File: config.mk
export PLATFORM = sky130hd
export DESIGN_NAME = wb_regfile
export DESIGN_NICKNAME = d
export VERILOG_FILES = /design/src/rtl/wb_regfile.sv
export SDC_FILE = /design/constraint.sdc
export NUM_CORES = 2
export LEC_CHECK = 0
export CORE_ASPECT_RATIO = 0.9
export CORE_MARGIN = 3
export CORE_UTILIZATION = 35
export CTS_CLUSTER_SIZE = 10
export DETAILED_ROUTE_END_ITERATION = 7
export GPL_TIMING_DRIVEN = 0
export HOLD_SLACK_MARGIN = 0.02
export PLACE_DENSITY = 0.58
export SYNTH_ARGS = -nofsm -noshare
export SYNTH_HDL_FRONTEND = slang
export SYNTH_SLANG_ARGS = --single-unit
File: constraint.sdc
create_clock -name clk -period 128 [get_ports clk]
set_input_delay 25.6 -clock clk [delete_from_list [all_inputs] [get_ports clk]]
set_output_delay 25.6 -clock clk [all_outputs]
set_load 0.1 [all_outputs]
File: src/rtl/wb_regfile.sv
// wb_regfile: write-back register file with 32 GPRs and the HI/LO pair.
// Reads are combinational with same-cycle write-to-read bypass; writes commit on one clk edge.
// No backpressure: the MEM/WB register inserts bubbles itself, so every enabled edge writes.
//
// Ports:
//   clk, rst                 pipeline clock; asynchronous active-high reset clearing all storage
//   wb_we/wb_waddr/wb_result GPR write from write-back (writes to r0 are dropped)
//   wb_whilo/wb_hi/wb_lo     HI/LO write, both halves in the same edge
//   re1/raddr1/rdata1        read port 1 (combinational, bypassed)
//   re2/raddr2/rdata2        read port 2 (combinational, bypassed)
//   hi_o/lo_o                current HI/LO, bypassed
//   retire_cnt               count of edges with any write enable (only when
//                            WB_RETIRE_COUNT_EN is defined)
module wb_regfile #(
    parameter int DATA_W = 32,
    parameter int ADDR_W = 5
) (
    input  logic              clk,
    input  logic              rst,
    input  logic              wb_we,
    input  logic [ADDR_W-1:0] wb_waddr,
    input  logic [DATA_W-1:0] wb_result,
    input  logic              wb_whilo,
    input  logic [DATA_W-1:0] wb_hi,
    input  logic [DATA_W-1:0] wb_lo,
    input  logic              re1,
    input  logic [ADDR_W-1:0] raddr1,
    output logic [DATA_W-1:0] rdata1,
    input  logic              re2,
    input  logic [ADDR_W-1:0] raddr2,
    output logic [DATA_W-1:0] rdata2,
    output logic [DATA_W-1:0] hi_o,
    output logic [DATA_W-1:0] lo_o
`ifdef WB_RETIRE_COUNT_EN
    ,
    output logic [31:0]       retire_cnt
`endif
);

    localparam int NREG = 1 << ADDR_W;

    logic [DATA_W-1:0] gpr [NREG];
    logic [DATA_W-1:0] hi_q;
    logic [DATA_W-1:0] lo_q;

    // Entry 0 is cleared on reset and never written, so it never holds X
    // even though reads of r0 are forced to zero below anyway.
    always_ff @(posedge clk or posedge rst) begin
        if (rst) begin
            for (int i = 0; i < NREG; i++) begin
                gpr[i] <= '0;
            end
        end else if (wb_we && (wb_waddr != '0)) begin
            gpr[wb_waddr] <= wb_result;
        end
    end

    always_ff @(posedge clk or posedge rst) begin
        if (rst) begin
            hi_q <= '0;
            lo_q <= '0;
        end else if (wb_whilo) begin
            hi_q <= wb_hi;
            lo_q <= wb_lo;
        end
    end

    // Priority order: reset, r0, bypass from the in-flight write, stored
    // value, disabled port. r0 is checked before bypass so a discarded
    // write to r0 is never forwarded.
    always_comb begin
        rdata1 = '0;
        if (rst) begin
            rdata1 = '0;
        end else if (raddr1 == '0) begin
            rdata1 = '0;
        end else if (re1 && wb_we && (wb_waddr == raddr1)) begin
            rdata1 = wb_result;
        end else if (re1) begin
            rdata1 = gpr[raddr1];
        end
    end

    always_comb begin
        rdata2 = '0;
        if (rst) begin
            rdata2 = '0;
        end else if (raddr2 == '0) begin
            rdata2 = '0;
        end else if (re2 && wb_we && (wb_waddr == raddr2)) begin
            rdata2 = wb_result;
        end else if (re2) begin
            rdata2 = gpr[raddr2];
        end
    end

    always_comb begin
        hi_o = '0;
        lo_o = '0;
        if (!rst) begin
            hi_o = wb_whilo ? wb_hi : hi_q;
            lo_o = wb_whilo ? wb_lo : lo_q;
        end
    end

`ifdef WB_RETIRE_COUNT_EN
    // A write to r0 still retires an instruction, so it counts even though
    // it changes no state. Wraps naturally at 2**32.
    always_ff @(posedge clk or posedge rst) begin
        if (rst) begin
            retire_cnt <= '0;
        end else if (wb_we || wb_whilo) begin
            retire_cnt <= retire_cnt + 32'd1;
        end
    end
`endif

endmodule

==> flow_summary.yaml <==
detailed_routing:
  dr.first_iter.drc_count: 5488
  vias: 45500
  routed_wl_um: 257000
  dr.pass1.iters: 8
  antenna_left: 0
  via_per_inst: 6.09
  routedWlPerCell_um: 34.3
  drc: 0
clock_tree:
  cts_hold_buf: 0
  path_clk_slew_ps: 50
  cts_buffers: 131
  clock-sinks: 1088
  clockBufferDepth: 3
  clock_latency_ps: 780
  cts_resized: 0
  postCtsSetupRepairBufs: 0
  htree_levels: 4
  cts_tree: "built"
  clockRootBuffer: "clkbuf_16"
global_route:
  grt_pass1_vias: 44600
  track_usage: 0.285
  grt_max_degree: 66
  grt_overflow: 0
  antenna_found_initial: 13
  grt_pass1_wl_um: 350000
finish:
  final_util: 0.410
  final_cell_area_um2: 68700
  syn_to_final_growth_pct: 15.7
  nets: 5313
  multiInputGateArea_um2: 29400
  ff_latch_area_um2: 27200
  drive_gt1_frac: 0.283
  fillers: 15900
synth:
  avgSynthCellArea_um2: 12.3
  synth_compound_area_frac: 0.0965
  synth-adder-area-share: 0
  synth.distinct_cells: 38
  yosys.area_share.simple: 0.0248
  yosys_warnings: 0
  synth-seq-cells: 1088
  netlist_area_um2: 59400
  synth_top_family_by_area: "multiplexers"
  ys_seq_area_frac: 0.458
  synthMuxAreaShare: 0.373
  netlist_instances: 4814
  syn-num-nets: 4931
  synth_xor_area_frac: 0.00147
place:
  place_hpwl_um: 190000
  place_area_um2: 65000
  port_buffers: 229
  gp_congestion: 0.982
  place_ws_ps: 72210
floorplan:
  fp.coreArea_um2: 168000
  fp.dieW_um: 440
  start_util: 0.354
  io_pins: 245
  die-area_um2: 175000
  die_h_um: 397
  row_count: 142
setup_path:
  critPathMaxFanout: 11
  critical_path_arrival_ps: 30390
  worstSetupEndpointType: "output port"
  worstSetupStartpointType: "input pin"
  crit_required_ps: 102400
  critical_path_class: "in -> out"
power:
  powerDensity_nw_per_um2: 15.1
  vdd_drop_max_v: 0.00000935
  power_uw: 1040
  power.leakage_uw: 0.0313
sta:
  maxSlewHeadroom: -0.0256
  rsz0062_at_grt: "no"
  fin_tns_setup_ps: 0
  drv_slew: 11
  setup_viol: 0
  fin_ws_ps: 72010
  worstMarginPinSlew_ps: 1540
  fin_skew_ps: 0
  fmax_mhz: 17.9
  fin_crit_sh: 0.437
  finalCriticalPeriod_ps: 55990
  final-hold-violation-count: 0
job:
  drv_cap: 1
status:
  failed_checks: "max-capacitance violations, max-slew violations"
  outcome: "finished, violations left"
hold_path:
  worst_hold_path_type: "reg -> reg"
[synthesized netlist by cell type, drive strengths merged]
cell | instances | share of area
a32o | 62 | 0.010
nor4 | 2 | 0.00032
xor2 | 8 | 0.0012
a21oi | 254 | 0.021
nor3b | 4 | 0.00051
or2 | 1 | 0.00011
nand2 | 86 | 0.0054
mux2i | 1024 | 0.17
a22oi | 506 | 0.064
dfrtp | 1088 | 0.46
nor3 | 3 | 0.00025
nand4 | 4 | 0.00042
clkbuf | 215 | 0.014
nand3 | 12 | 0.0010
a22o | 2 | 0.00030
xnor2 | 2 | 0.00030
or3b | 1 | 0.00019
nor2 | 87 | 0.0065
mux2 | 1056 | 0.20
nor2b | 13 | 0.0014
inv | 3 | 0.00019
and3b | 1 | 0.00015
a311oi | 2 | 0.00030
and3 | 3 | 0.00032
and2b | 1 | 0.00013
buf | 298 | 0.032
nand2b | 4 | 0.00042
and2 | 68 | 0.0072
nand3b | 4 | 0.00051
[final cells by class]
class / instances / area share
flip-flops and latches: 1088 / 0.396
well taps: 2232 / 0.0406
clock buffers: 169 / 0.0528
multi-input cells: 3210 / 0.428
plain buffers: 513 / 0.0396
clock inverters: 6 / 0.000819
inverters: 3 / 0.000164
diodes: 5 / 0.000182
repair buffers: 249 / 0.0413
[worst max-delay path, cell delays in order]
cell and delay [ps]:
clkdlybuf4s50_1 900, nor2b_1 210, buf_2 280, clkbuf_1 1110, a22oi_1 260, a21oi_1 420, nor2_1 170, a32o_1 380
clkdlybuf4s50_1 1010
[worst paths after layout]
kind	from	to	slack, ps	cells after the start
worst min-delay path	gpr[1005]$_DFFE_PP0P_	gpr[1005]$_DFFE_PP0P_	480	1
min in group asynchronous	rst	lo_q[6]$_DFF_PP0_	25730	3
max in group asynchronous	rst	gpr[986]$_DFFE_PP0P_	99510	10
worst max register to register	gpr[375]$_DFFE_PP0P_	gpr[375]$_DFFE_PP0P_	127170	1
worst max-delay path	raddr1[0]	rdata1[14]	72010	9
worst min register to register	gpr[1005]$_DFFE_PP0P_	gpr[1005]$_DFFE_PP0P_	480	1
[power by group]
part	leakage (uW)	internal, uW	switching, uW	total, uW
clock	0.00180	196	150	346
combinational	0.0157	106	134	240
sequential	0.0139	408	47.3	455
[kinds of logic (layout without fill, tap and decap cells)]
| group | count (synthesis) | count (layout) |
|---|---|---|
| buffers and inverters | 516 | 940 |
| XOR/XNOR | 10 | 10 |
| other | 0 | 5 |
| multiplexers | 2080 | 2080 |
| AO/OA/AOI/OAI | 826 | 826 |
| AND/OR/NAND/NOR | 294 | 294 |
| flip-flops | 1088 | 1088 |
[stage by stage]
stage          cells  hold WS, ps
6_report        7475          481
2_1_floorplan   4814          449
3_5_place_dp    7295          470
3_3_place_gp    7275          461
4_1_cts         7470          484
5_1_grt         7473          495
[layout by cell type, fill, tap and decap left out, types with 5 or more instances in the layout]
master / synthesis / final
mux2_1: 55 / 55
nor2_2: 6 / 6
nor2_4: 6 / 6
buf_1: 7 / 7
nor2_1: 75 / 75
dfrtp_1: 1088 / 1088
xor2_1: 8 / 8
nand3_1: 12 / 12
and2_1: 68 / 68
clkbuf_8: 0 / 10
clkbuf_16: 0 / 136
clkdlybuf4s50_1: 0 / 229
a32o_1: 62 / 62
buf_16: 0 / 19
a21oi_1: 253 / 253
nor2b_1: 13 / 13
a22oi_1: 506 / 506
buf_6: 35 / 35
clkbuf_1: 214 / 236
buf_4: 84 / 84
mux2i_1: 1024 / 1024
diode_2: 0 / 5
nand2_1: 86 / 86
buf_2: 172 / 172
mux2_2: 1001 / 1001
[flip-flops by register name, indices dropped and copies added (netlist names)]
register  cells
gpr        1024
hi_q         32
lo_q         32
[metal layers]
layer,vias to the layer above,global-route usage,part of all wire
li1,18600,-,-
met1,23700,0.388,0.42
met2,2662,0.409,0.42
met3,546,0.0807,0.10
met4,0,0.151,0.059
met5,-,0,0
Power figures use the tool's default switching activity.
